### src/rtl/otprom_prog_ctrl_pkg.sv
// Shared constants for the OTP ROM programming controller: default bus
// widths, status codes and FSM state encodings.
package otprom_prog_ctrl_pkg;

  localparam int BUS_WIDTH  = 16;
  localparam int DATA_WIDTH = 32;

  // Completion status reported on prog_status; code 3 is reserved.
  typedef enum logic [1:0] {
    OTP_ST_OK       = 2'd0,
    OTP_ST_LOCKED   = 2'd1,
    OTP_ST_VFY_FAIL = 2'd2
  } otp_status_e;

  // Controller states. VFY/VCHK are only reachable when read-back verify
  // is compiled in.
  typedef enum logic [2:0] {
    S_IDLE = 3'd0,
    S_RD   = 3'd1,
    S_RCHK = 3'd2,
    S_BURN = 3'd3,
    S_VFY  = 3'd4,
    S_VCHK = 3'd5,
    S_DONE = 3'd6
  } otp_state_e;

endpackage

### src/rtl/otprom_prog_ctrl_if.sv
// Programming-master port of the OTP ROM programming controller.
//
// Handshake: a request is accepted in the cycle where prog_valid and
// prog_ready are both high; prog_addr/prog_data/prog_lock must be stable
// in that cycle. prog_ready is high only while the controller is idle, and
// prog_valid seen while prog_ready is low is ignored. Completion is a
// one-cycle prog_done pulse; prog_status holds until the next completion.
interface otprom_prog_ctrl_if
  import otprom_prog_ctrl_pkg::*;
#(
  parameter int ADDR_W = BUS_WIDTH,
  parameter int DATA_W = DATA_WIDTH
);

  logic              prog_valid;
  logic              prog_ready;
  logic [ADDR_W-1:0] prog_addr;
  logic [DATA_W-1:0] prog_data;
  logic              prog_lock;
  logic              prog_done;
  logic [1:0]        prog_status;

  modport master (
    output prog_valid, prog_addr, prog_data, prog_lock,
    input  prog_ready, prog_done, prog_status
  );

  modport slave (
    input  prog_valid, prog_addr, prog_data, prog_lock,
    output prog_ready, prog_done, prog_status
  );

endinterface

### src/rtl/otp_burn_timer.sv
// Loadable down-counter that sets the OTP write-pulse width. Load wins over
// enable; the counter stops at zero.
module otp_burn_timer #(
  parameter int W = 3
) (
  input  logic         clk,
  input  logic         reset,
  input  logic         load,
  input  logic [W-1:0] load_val,
  input  logic         en,
  output logic         zero
);

  logic [W-1:0] count_q, count_d;

  // Next count: load, else decrement while enabled and nonzero.
  always_comb begin
    count_d = count_q;
    if (load) begin
      count_d = load_val;
    end else if (en && (count_q != '0)) begin
      count_d = count_q - W'(1);
    end
  end

  // Count register with synchronous reset.
  always_ff @(posedge clk) begin
    if (reset) begin
      count_q <= '0;
    end else begin
      count_q <= count_d;
    end
  end

  assign zero = (count_q == '0);

endmodule

### src/rtl/otprom_prog_ctrl.sv
// OTP ROM programming (burn) controller. Takes one request at a time,
// reads the current word, burns only the 0->1 bits with a BURN_CYCLES-long
// write pulse and reports a status code.
// Optional feature: define OTPROM_PROG_VERIFY_EN to add a read-back verify
// after the burn (VFY/VCHK states, VERIFY_FAIL status).
module otprom_prog_ctrl
  import otprom_prog_ctrl_pkg::*;
#(
  parameter int ADDR_W      = BUS_WIDTH,
  parameter int DATA_W      = DATA_WIDTH,
  parameter int BURN_CYCLES = 4
) (
  input  logic                clk,
  input  logic                reset,
  otprom_prog_ctrl_if.slave   prog,
  output logic [ADDR_W-1:0]   ram_raddr,
  output logic                ram_ren,
  input  logic [DATA_W-1:0]   ram_rdata,
  output logic [ADDR_W-1:0]   ram_waddr,
  output logic [DATA_W-1:0]   ram_wdata,
  output logic [DATA_W/8-1:0] ram_wen,
  output otp_state_e          dbg_state
);

  localparam int NB = DATA_W / 8;
  localparam int CW = $clog2(BURN_CYCLES + 1);
  localparam logic [CW-1:0] BURN_LOAD = CW'(BURN_CYCLES - 1);

  otp_state_e        state_q, state_d;
  logic [ADDR_W-1:0] addr_q, addr_d;
  logic [DATA_W-1:0] data_q, data_d;
  logic [DATA_W-1:0] old_q, old_d;
  logic [DATA_W-1:0] mask_q, mask_d;
  otp_status_e       status_q, status_d;
  logic [DATA_W-1:0] rd_mask;
  logic              tmr_load, tmr_en, tmr_zero;
  logic [NB-1:0]     wen_dec;

  // Bits still to burn, based on the word read back in RCHK.
  assign rd_mask = data_q & ~ram_rdata;

  otp_burn_timer #(.W(CW)) u_burn_timer (
    .clk      (clk),
    .reset    (reset),
    .load     (tmr_load),
    .load_val (BURN_LOAD),
    .en       (tmr_en),
    .zero     (tmr_zero)
  );

  // Next-state logic; the status register is loaded on the way into DONE
  // so it is already valid in the cycle prog_done pulses.
  always_comb begin
    state_d  = state_q;
    addr_d   = addr_q;
    data_d   = data_q;
    old_d    = old_q;
    mask_d   = mask_q;
    status_d = status_q;
    tmr_load = 1'b0;
    tmr_en   = 1'b0;
    case (state_q)
      S_IDLE: begin
        if (prog.prog_valid) begin
          addr_d = prog.prog_addr;
          data_d = prog.prog_data;
          if (prog.prog_lock) begin
            status_d = OTP_ST_LOCKED;
            state_d  = S_DONE;
          end else begin
            state_d = S_RD;
          end
        end
      end
      S_RD: state_d = S_RCHK;
      S_RCHK: begin
        old_d  = ram_rdata;
        mask_d = rd_mask;
        if (rd_mask == '0) begin
          status_d = OTP_ST_OK;
          state_d  = S_DONE;
        end else begin
          tmr_load = 1'b1;
          state_d  = S_BURN;
        end
      end
      S_BURN: begin
        tmr_en = 1'b1;
        if (tmr_zero) begin
`ifdef OTPROM_PROG_VERIFY_EN
          state_d = S_VFY;
`else
          status_d = OTP_ST_OK;
          state_d  = S_DONE;
`endif
        end
      end
`ifdef OTPROM_PROG_VERIFY_EN
      S_VFY: state_d = S_VCHK;
      S_VCHK: begin
        // Only requested 1s are checked; already-burned extras are fine.
        status_d = ((ram_rdata & data_q) == data_q) ? OTP_ST_OK : OTP_ST_VFY_FAIL;
        state_d  = S_DONE;
      end
`endif
      S_DONE:  state_d = S_IDLE;
      default: state_d = S_IDLE;
    endcase
  end

  // State and datapath registers with synchronous reset.
  always_ff @(posedge clk) begin
    if (reset) begin
      state_q  <= S_IDLE;
      addr_q   <= '0;
      data_q   <= '0;
      old_q    <= '0;
      mask_q   <= '0;
      status_q <= OTP_ST_OK;
    end else begin
      state_q  <= state_d;
      addr_q   <= addr_d;
      data_q   <= data_d;
      old_q    <= old_d;
      mask_q   <= mask_d;
      status_q <= status_d;
    end
  end

  // Byte write enables: only bytes with something to burn, only in BURN.
  always_comb begin
    wen_dec = '0;
    for (int i = 0; i < NB; i++) begin
      wen_dec[i] = (state_q == S_BURN) && (mask_q[i*8 +: 8] != 8'h00);
    end
  end

  // All outputs decode registered state only.
  assign prog.prog_ready  = (state_q == S_IDLE);
  assign prog.prog_done   = (state_q == S_DONE);
  assign prog.prog_status = status_q;
  assign ram_ren          = (state_q == S_RD) || (state_q == S_VFY);
  assign ram_raddr        = addr_q;
  assign ram_waddr        = addr_q;
  assign ram_wdata        = (state_q == S_BURN) ? (old_q | data_q) : '0;
  assign ram_wen          = wen_dec;
  assign dbg_state        = state_q;

endmodule

### src/flat_wrapper.sv
// flat-port wrapper written by rule: the top's interface ports become plain ports
module otprom_prog_ctrl_flat import otprom_prog_ctrl_pkg::*;
#(
  parameter int ADDR_W      = BUS_WIDTH,
  parameter int DATA_W      = DATA_WIDTH,
  parameter int BURN_CYCLES = 4
)
  (clk, reset, ram_raddr, ram_ren, ram_rdata, ram_waddr, ram_wdata, ram_wen, dbg_state, prog_prog_valid, prog_prog_addr, prog_prog_data, prog_prog_lock, prog_prog_ready, prog_prog_done, prog_prog_status);
  otprom_prog_ctrl_if #(.ADDR_W(ADDR_W), .DATA_W(DATA_W)) prog_i ();
  input  logic clk;
  input  logic reset;
  output logic [ADDR_W-1:0] ram_raddr;
  output logic ram_ren;
  input  logic [DATA_W-1:0] ram_rdata;
  output logic [ADDR_W-1:0] ram_waddr;
  output logic [DATA_W-1:0] ram_wdata;
  output logic [DATA_W/8-1:0] ram_wen;
  output otp_state_e dbg_state;
  input wire logic [$bits(prog_i.prog_valid)-1:0] prog_prog_valid;
  input wire logic [$bits(prog_i.prog_addr)-1:0] prog_prog_addr;
  input wire logic [$bits(prog_i.prog_data)-1:0] prog_prog_data;
  input wire logic [$bits(prog_i.prog_lock)-1:0] prog_prog_lock;
  output wire logic [$bits(prog_i.prog_ready)-1:0] prog_prog_ready;
  output wire logic [$bits(prog_i.prog_done)-1:0] prog_prog_done;
  output wire logic [$bits(prog_i.prog_status)-1:0] prog_prog_status;
  assign prog_i.prog_valid = prog_prog_valid;
  assign prog_i.prog_addr = prog_prog_addr;
  assign prog_i.prog_data = prog_prog_data;
  assign prog_i.prog_lock = prog_prog_lock;
  assign prog_prog_ready = prog_i.prog_ready;
  assign prog_prog_done = prog_i.prog_done;
  assign prog_prog_status = prog_i.prog_status;
  otprom_prog_ctrl #(.ADDR_W(ADDR_W), .DATA_W(DATA_W), .BURN_CYCLES(BURN_CYCLES)) u_core (.clk(clk), .reset(reset), .prog(prog_i), .ram_raddr(ram_raddr), .ram_ren(ram_ren), .ram_rdata(ram_rdata), .ram_waddr(ram_waddr), .ram_wdata(ram_wdata), .ram_wen(ram_wen), .dbg_state(dbg_state));
endmodule
### config.mk
export PLATFORM = sky130hd
export DESIGN_NAME = otprom_prog_ctrl_flat
export DESIGN_NICKNAME = d
export VERILOG_FILES = /design/src/rtl/otprom_prog_ctrl_pkg.sv /design/src/rtl/otprom_prog_ctrl_if.sv /design/src/rtl/otp_burn_timer.sv /design/src/rtl/otprom_prog_ctrl.sv /design/src/flat_wrapper.sv
export SDC_FILE = /design/constraint.sdc
export NUM_CORES = 1
export LEC_CHECK = 0
export ABC_CLOCK_PERIOD_IN_PS = 2200
export CAP_MARGIN = 20
export CORE_AREA = 4 4 107 109
export CTS_CLUSTER_DIAMETER = 200
export DETAILED_ROUTE_END_ITERATION = 12
export DIE_AREA = 0 0 111 113
export GPL_TIMING_DRIVEN = 0
export PLACE_DENSITY_LB_ADDON = 0.1
export SLEW_MARGIN = 5
export SYNTH_ARGS = -nofsm -noshare
export SYNTH_HDL_FRONTEND = slang
export SYNTH_SLANG_ARGS = --single-unit
### constraint.sdc
create_clock -name clk -period 2.2 [get_ports clk]
set_input_delay 0.66 -clock clk [delete_from_list [all_inputs] [get_ports clk]]
set_output_delay 0.66 -clock clk [all_outputs]
set_load 0.01 [all_outputs]
# After elaboration in Yosys (flattened, before gate mapping)
# Cells that the tools add are included.
word_totals:
  regBits: 120
  output_inout_bits: 76
  wordCells: 57
op_classes:
  add_sub_neg: 1
  eq_ne: 9
  n_mux: 16
  bitwise_logic: 3
  n_reduce_logical: 20
ops:
  columns: ["op", "count"]
  rows:
  - ["bitwise AND 32 bit", 1]
  - ["zero test 32 bit", 1]
  - ["2-to-1 mux 32 bit", 1]
  - ["NOT 32 bit", 1]
  - ["bitwise OR 32 bit", 1]
  - ["nonzero test 8 bit", 4]
  - ["2-to-1 mux 2 bit", 6]
  - ["2-to-1 mux 3 bit", 4]
  - ["one-hot mux 3 bit (4 select lines)", 1]
  - ["== test 3 x 2 -> 1 bit (second input constant)", 2]
  - ["== test 3 bit (second input constant)", 2]
  - ["zero test 3 bit", 2]
  - ["one-hot mux 2 bit (3 select lines)", 1]
  - ["nonzero test 3 bit", 2]
  - ["logical AND 1 bit", 5]
  - ["AND reduction 5 bit", 1]
  - ["!= test 2 x 1 -> 1 bit (second input constant)", 2]
  - ["!= test 2 bit (second input constant)", 2]
  - ["AND reduction 2 bit", 2]
  - ["== test 3 x 1 -> 1 bit (second input constant)", 1]
  - ["2-to-1 mux 1 bit", 3]
  - ["subtractor 3 x 1 -> 3 bit (second input constant)", 1]
  - ["nonzero test 2 bit", 1]
  - ["OR reduction 2 bit", 1]
  - ["logical OR 1 bit", 1]

# Logic depth before layout (Yosys ltp)
# Gate-level depths: netlist of run 1.
depth:
  ltp_word: 6
  mapped_depth: 7

# By module
# From an unflattened synthesis of run 1, not the netlist that was laid out.
unflattened:
  cells_unflattened: 687
  hier_area_um2: 5079.9
by_module_without_submodules:
  columns: ["mod", "n_inst", "cells_each", "area_per_inst_um2"]
  rows:
  - ["otprom_prog_ctrl", 1, 666, 4897.2]
  - ["otp_burn_timer", 1, 21, 182.7]

# Worst setup path after synthesis of run 1
# OpenSTA, ideal clock, no wires.
synth_timing:
  kind: "register to output"
  startpoint: "register u_core.state_q[2], in the netlist u_core.dbg_state[2]"
  endpoint: "output ram_wdata[10]"
  arrival_time_ns: 1.209
  required_time_ns: 1.540
  slack_ns: 0.331
  stages_incl_launch_ff: 5
  path_buffers: 2
  cell_sequence: "dfxtp_1 -> buf_6 -> nand3b_2 -> clkbuf_1 -> nor2_1"
synth_between:
  elab_chain_cells: 2
synth_rtl:
  columns: ["element", "line", "rtl"]
  rows:
  - ["start: declaration", "otprom_prog_ctrl.sv:29", "otp_state_e state_q, state_d;"]
  - ["start signal: assignment", "otprom_prog_ctrl.sv:121", "state_q <= state_d;"]
  - ["== test 3 x 2 -> 1 bit", "otprom_prog_ctrl.sv:145", "assign ram_wdata = (state_q == S_BURN) ? (old_q | data_q) : '0;"]
  - ["2-to-1 mux 32 bit", "otprom_prog_ctrl.sv:145", null]
  - ["end: declaration", "flat_wrapper.sv:16", "output logic [DATA_W-1:0] ram_wdata;"]
# Every way passes these cells.

# Worst setup path after layout of run 1
layout_timing:
  startpoint: "register u_core.state_q[2], in the netlist u_core.dbg_state[2]"
  endpoint: "output ram_wdata[3]"
# Same word-level chain as after synthesis.

==> reports/metrics.yaml, run 1 <==
placed_design:
  hpwl_reported_at_the_end_of_detailed_placement_mm: 11.52
  place.port_buffers: 158
  gp_congestion: 0.8872
  placement.setup.worst_slack_ps: -456.9
synthesis:
  mean_syn_cell_area_sq_um: 7.583
  post_synth_inst_count: 678
  netlist-cell-type-count: 41
  postSynthRegisterBits: 119
  synth_nets: 764
  synth-edff-count: 0
  syn-cell-area_sq_um: 5141
  synth_async_sr_flop_share: 0
  synth-warning-count: 0
  synth-main-ff-cell: "sky130_fd_sc_hd__dfxtp_1"
  synth_sequential_area_ratio: 0.4634
pwr:
  fin_total_pwr_mw: 7.118
  power_density_nw_per_um2: 908.3
  ir_worst_vdd_v: 0.0006354
  power.static_leakage_nw: 3.001
floorplan:
  core_sq_um: 10600
  placementRows: 38
  io_pins: 160
  die-height_um: 113
  initial_utilization: 0.4849
  die_w_um: 111
  dieArea_sq_um: 12540
critical_path:
  timing.critical_path.from: "u_core.dbg_state[2]"
  worstPathMaxFanout: 5
  setup.worst_path.end_class: "output port"
  critPathLaunchType: "register"
  worst-setup-path-type: "reg2out"
  worst-r2r-setup-slack_ps: 470
  worst_endpoint_data_arrival_time_ps: 1690
  endpoint_of_the_worst_register_to_register_path: "u_core.data_q[21]"
  timing.critical_path.required_ps: 1540
  timing.reg2reg.worst_path_depth: 8
  r2r_start: "u_core.dbg_state[2]"
grt:
  global_route_wire_length_before_repair_mm: 25.97
  globalRouteMet1Util: 0.3123
  grt_start_max_net_pins: 17
  grt-busiest-layer: "met2"
  groute.layer.met2.usage: 0.4462
  grt_remaining_overflow: 0
  first_global_vias: 5262
  grt.total_usage: 0.2596
  grt_util_met3: 0.05508
  grt_antenna_before_repair: 0
clock_network:
  path_clk_slew_ps: 60
  clk_root_buffer_cell: "sky130_fd_sc_hd__clkbuf_8"
  worstSkewPairLatency_ps: 520
  clockBufferDepth: 2
  numCtsBuffers: 17
  numClockSinks: 119
  cts_tree: "yes"
  htreeDepth: 4
sta:
  slew_headroom: 0.5998
  max_freq_ghz: 0.4251
  final_hold_viol_count: 0
  report.final.slew_viol_count: 0
  finalCriticalPeriod_ps: 2353
  clock_skew_ps: 8.679
  totalNegativeSetupSlack_ps: -2728
  setup_viol: 33
  layout_setup_ws_ps: -152.6
  post-route-period-util: 1.069
  rsz_0062_raised_after_global_routing: "yes"
  worst-slew-pin-transition_ps: 600.3
cells_and_area:
  post-route-util: 0.7392
  area_delta_synth_final_pct: 52.45
  multi_input_comb_area_sq_um: 2550
  antenna_cells_inserted: 0
  layout-drive-gt1-share: 0.2190
  finalNetCount: 959
  fillers: 834
  seqCellArea_sq_um: 2400
min_path:
  hold_path.class: "reg2reg"
  hold-path-cell-count: 2
  hold_path_start: "u_core.old_q[19]"
  worstHoldEndpoint: "u_core.old_q[19]"
routing:
  post-route-drc-count: 0
  post_detailed_route_count_of_antenna_violating_nets: 0
  dr_total_vias: 5372
  detail_route.wl_per_cell_um: 16.38
  detailedRoute.firstPassIterationCount: 5
  totalWireLength_mm: 16.81
  vias_per_cell: 5.236
  drt_iter0_drc: 411
run:
  drv_cap: 0
outcome:
  status: "finished, violations left"
  violations: "negative setup slack"
[state kept, by name, summed over array words and instances, names as in the netlist]
| name | flops |
|---|---|
| u_core.prog.prog_status | 1 |
| u_core.data_q | 32 |
| u_core.u_burn_timer.count_q | 3 |
| u_core.mask_q | 32 |
| u_core.old_q | 32 |
| u_core.dbg_state | 3 |
| u_core.ram_raddr | 16 |
[layout make-up]
type                    count  share of cell area
multi-input cells         496              0.3254
clock buffers              18             0.05332
clock inverters            14             0.01932
well taps                 140             0.02235
repair buffers            177              0.2160
flip-flops and latches    119              0.3062
inverters                   4            0.001916
plain buffers              58             0.05556
[per-layer routing]
layer,vias up,routed length [um]
met4,0,514
met1,2488,6791
met2,260,8262
li1,2574,-
met3,50,1238
met5,-,0
[cells by family (layout without fill, tap and decap cells)]
group | count (synthesis) | after routing | share of synthesized area
adders and majority gates | 2 | 2 | 0.004867
and+or+nand+nor | 362 | 363 | 0.3198
buffers and inverters | 64 | 271 | 0.07836
DFF | 119 | 119 | 0.4634
other | 1 | 1 | 0.0007294
xor gates and xnor gates | 2 | 2 | 0.003408
AOI/OAI and AO/OA | 128 | 128 | 0.1295
[synth_stat cells (2+ instances only)]
library cell               count  area (sq um)
sky130_fd_sc_hd__inv_1         4         15.01
sky130_fd_sc_hd__ha_1          2         25.02
sky130_fd_sc_hd__nor4_2        4         50.05
sky130_fd_sc_hd__nor3_1        2         10.01
sky130_fd_sc_hd__buf_6        10         112.6
sky130_fd_sc_hd__xnor2_1       2         17.52
sky130_fd_sc_hd__dfxtp_1     119          2382
sky130_fd_sc_hd__and2_2        2         15.01
sky130_fd_sc_hd__nand2_1     228         855.8
sky130_fd_sc_hd__buf_2        13         65.06
sky130_fd_sc_hd__o22ai_1       4         25.02
sky130_fd_sc_hd__buf_4        19         142.6
sky130_fd_sc_hd__nor2b_1      23         143.9
sky130_fd_sc_hd__nor4_1       12         75.07
sky130_fd_sc_hd__nor2b_4       7         96.34
sky130_fd_sc_hd__nor2_1       68         255.2
sky130_fd_sc_hd__clkbuf_1     18         67.56
sky130_fd_sc_hd__a21oi_1     117         585.6
sky130_fd_sc_hd__o21ai_0       2         10.01
[layout by cell type, fill, tap and decap left out, types with 16 or more instances in the layout]
master and n:
sky130_fd_sc_hd__nor2b_1 23, sky130_fd_sc_hd__a21oi_1 113, sky130_fd_sc_hd__clkbuf_16 20, sky130_fd_sc_hd__dfxtp_1 109, sky130_fd_sc_hd__clkdlybuf4s50_1 115, sky130_fd_sc_hd__nor2_1 47
sky130_fd_sc_hd__clkbuf_1 16, sky130_fd_sc_hd__buf_2 32, sky130_fd_sc_hd__buf_6 29, sky130_fd_sc_hd__buf_4 29, sky130_fd_sc_hd__nand2_1 228
[how the worst max path moves through the flow]
stage	endpoint	slack, ps
floorplan	ram_wdata[10]	330
global placement	ram_wdata[21]	-450
detailed placement	ram_wdata[21]	-460
CTS	ram_wdata[21]	-190
global route	ram_wdata[3]	-180
finish	ram_wdata[3]	-150
[what timing repair did]
action / CTS / global route
hold buffers: 0 / 0
cloned: 3 / 0
gates resized for setup: 217 / 25
setup buffers: 13 / 4
setup endpoints to repair: 42 / 48
pin swaps: 20 / 3
[report_power, final]
group | leakage, nW | total (mW) | switching, mW | internal [mW]
clock network | 0.264 | 2.65 | 1.03 | 1.61
registers | 0.974 | 2.56 | 0.166 | 2.39
logic | 1.76 | 1.92 | 1.01 | 0.902
[stage by stage]
step	hold slack (ps)	cells	cell area, sq um
6_report	454.1	1026	7838
5_1_grt	469.9	1026	7838
4_1_cts	456.4	1024	7757
3_5_place_dp	448.1	976	6898
3_3_place_gp	442.5	976	6898
2_1_floorplan	436.0	678	5141
[worst max-delay path: stages, from the launching register on]
cell and delay [ps]:
sky130_fd_sc_hd__dfxtp_2 340, sky130_fd_sc_hd__nand3b_4 250, sky130_fd_sc_hd__buf_6 190, sky130_fd_sc_hd__clkbuf_16 170, sky130_fd_sc_hd__nor2_4 110, sky130_fd_sc_hd__buf_6 100
(Power assumes the default switching activity.)
==> run 2, diff against run 1 <==
--- a/config.mk
+++ b/config.mk
@@ -9,6 +9,7 @@
 export CAP_MARGIN = 20
 export CORE_AREA = 4 4 107 109
 export CTS_CLUSTER_DIAMETER = 200
+export CTS_CLUSTER_SIZE = 25
 export DETAILED_ROUTE_END_ITERATION = 12
 export DIE_AREA = 0 0 111 113
 export GPL_TIMING_DRIVEN = 0
@@ -17,3 +18,4 @@
 export SYNTH_ARGS = -nofsm -noshare
 export SYNTH_HDL_FRONTEND = slang
 export SYNTH_SLANG_ARGS = --single-unit
+export TNS_END_PERCENT = 100
==> results of run 2 <==
Same layout as run 1: the final DEF is identical, and so are final timing and power.
==> run 3, diff against run 2 <==
--- a/config.mk
+++ b/config.mk
@@ -13,7 +13,9 @@
 export DETAILED_ROUTE_END_ITERATION = 12
 export DIE_AREA = 0 0 111 113
 export GPL_TIMING_DRIVEN = 0
+export HOLD_SLACK_MARGIN = 0.06
 export PLACE_DENSITY_LB_ADDON = 0.1
+export REMOVE_ABC_BUFFERS = 1
 export SLEW_MARGIN = 5
 export SYNTH_ARGS = -nofsm -noshare
 export SYNTH_HDL_FRONTEND = slang
==> reports/metrics.yaml, run 3 (synthesized netlist as in run 1, its figures left out) <==
outcome:
  status: "complete, no violations"
sta:
  finalCriticalPeriod_ps: 2157
  rsz_0062_raised_after_global_routing: "yes"
  setup_viol: 0
  worst-slew-pin-transition_ps: 841.1
  layout_setup_ws_ps: 42.98
  slew_headroom: 0.4393
  report.final.slew_viol_count: 0
  totalNegativeSetupSlack_ps: 0
  final_hold_viol_count: 0
  post-route-period-util: 0.9805
  max_freq_ghz: 0.4636
  clock_skew_ps: 6.557
min_path:
  hold_path_start: "u_core.old_q[8]"
  hold-path-cell-count: 2
  worstHoldEndpoint: "u_core.old_q[8]"
  hold_path.class: "reg2reg"
routing:
  wl_met1_mm: 6.334
  vias_per_cell: 5.032
  detail_route.wl_per_cell_um: 14.84
  met3_wirelength_mm: 1.094
  detailedRoute.firstPassIterationCount: 4
  totalWireLength_mm: 14.38
  post_detailed_route_count_of_antenna_violating_nets: 0
  post-route-drc-count: 0
  highest-signal-layer: "met4"
  drt_iter0_drc: 300
  dr_total_vias: 4876
  met2_length_mm: 6.873
critical_path:
  worst-r2r-setup-slack_ps: 230
  r2r_start: "u_core.dbg_state[1]"
  timing.reg2reg.worst_path_depth: 6
  worst_endpoint_data_arrival_time_ps: 1500
  endpoint_of_the_worst_register_to_register_path: "u_core.u_burn_timer.count_q[0]"
  worstPathMaxFanout: 7
  worst-setup-path-type: "reg2out"
  setup.worst_path.end_class: "output port"
  timing.critical_path.required_ps: 1540
  critPathLaunchType: "register"
run:
  drv_cap: 0
cells_and_area:
  instances_no_fill: 969
  finalNetCount: 902
  antenna_cells_inserted: 0
  final_cell_mix: "227 x sky130_fd_sc_hd__nand2_1, 116 x sky130_fd_sc_hd__dfxtp_1, 115 x sky130_fd_sc_hd__clkdlybuf4s50_1"
  multi_input_comb_area_sq_um: 2452
  layout-drive-gt1-share: 0.1580
  fillers: 843
  area_delta_synth_final_pct: 42.49
  post-route-util: 0.6909
  final_design_area_no_fill_sq_um: 7326
  top_regs: "u_core.data_q: 32 flops, u_core.mask_q: 32 flops, u_core.old_q: 32 flops"
  mostFrequentLayoutCell: "sky130_fd_sc_hd__nand2_1"
  seqCellArea_sq_um: 2394
pwr:
  combinational_group_share_of_total_power: 0.237
  internal-power_mw: 5.171
  power_dissipated_by_switching_net_loads_mw: 2.048
  power_density_nw_per_um2: 985.4
  p_clk_frac: 0.409
  ir_worst_vdd_v: 0.0006970
  power.static_leakage_nw: 2.775
  power.share.switching: 0.2837
  fraction_of_power_consumed_by_sequential_logic: 0.354
grt:
  grt.total_usage: 0.2322
  grt_antenna_before_repair: 0
  global_route_wire_length_before_repair_mm: 23.79
  grt_start_max_net_pins: 85
  grt_remaining_overflow: 0
  first_global_vias: 4874
clock_network:
  numCtsBuffers: 17
  clk_root_buffer_cell: "sky130_fd_sc_hd__clkbuf_8"
  path_clk_slew_ps: 60
  htreeDepth: 4
  clockBufferDepth: 2
  worstSkewPairLatency_ps: 510
  numClockSinks: 119
  cts_tree: "yes"
floorplan:
  io_pins: 160
  dieArea_sq_um: 12540
  initial_utilization: 0.4849
  core_sq_um: 10600
  placementRows: 38
  die_w_um: 111
  die-height_um: 113
placed_design:
  place.port_buffers: 158
  placedCellCount: 921
  placement.setup.worst_slack_ps: -1109
  hpwl_reported_at_the_end_of_detailed_placement_mm: 9.208
  gp_congestion: 0.7658
  dpl-instance-area_sq_um: 6636
[run 3: per-layer routing]
metal / GRT usage / up-vias
met5: 0 / -
met4: 0.05419 / 0
met3: 0.08984 / 6
met2: 0.3920 / 160
met1: 0.2815 / 2250
li1: - / 2460
[run 3: worst max-delay path: stages (launching register included)]
cell                            delay (ps)
sky130_fd_sc_hd__dfxtp_4               360
sky130_fd_sc_hd__buf_4                 170
sky130_fd_sc_hd__and3b_1               180
sky130_fd_sc_hd__dlygate4sd2_1         280
[run 3: power groups by stage]
stage	combinational (mW)	clock, mW	sequential [mW]
after floorplan	0.759	0	2.60
after global placement	1.46	0	2.58
after detailed placement	1.58	0	2.60
after CTS	1.70	2.99	2.55
after global routing	1.87	3.12	2.58
final	1.71	2.95	2.56
[run 3: cell type report]
| cell class | instances | share of cell area |
|---|---|---|
| inverters | 4 | 0.002050 |
| repair buffers | 178 | 0.2260 |
| clock buffers | 20 | 0.05944 |
| well taps | 140 | 0.02391 |
| flip-flops and latches | 119 | 0.3267 |
| multi-input cells | 496 | 0.3348 |
| clock inverters | 12 | 0.02716 |
[run 3: worst max-delay path by stage]
stage	from	endpoint	depth (start not counted)
6_report	u_core.dbg_state[2]	prog_prog_done	3
4_1_cts	u_core.dbg_state[2]	dbg_state[2]	2
3_5_place_dp	u_core.dbg_state[0]	ram_wen[2]	3
2_1_floorplan	u_core.dbg_state[1]	u_core.u_burn_timer.count_q[0]	3
5_1_grt	u_core.dbg_state[2]	ram_wdata[26]	4
3_3_place_gp	reset	u_core.prog.prog_status[0]	3
[run 3: stage by stage]
step                power [mW]  hold WS (ps)
floorplan                3.363         430.0
global placement         4.045         441.4
detailed placement       4.179         447.0
CTS                      7.238         454.6
global route             7.571         474.6
finish                   7.218         453.4
[run 3: timing repair]
item / CTS / global route
setup endpoints to repair: 46 / 41
resized for setup: 162 / 17
setup buffers: 15 / 0
cloned: 1 / 0
hold buffers: 0 / 0
pin swaps: 2 / 0
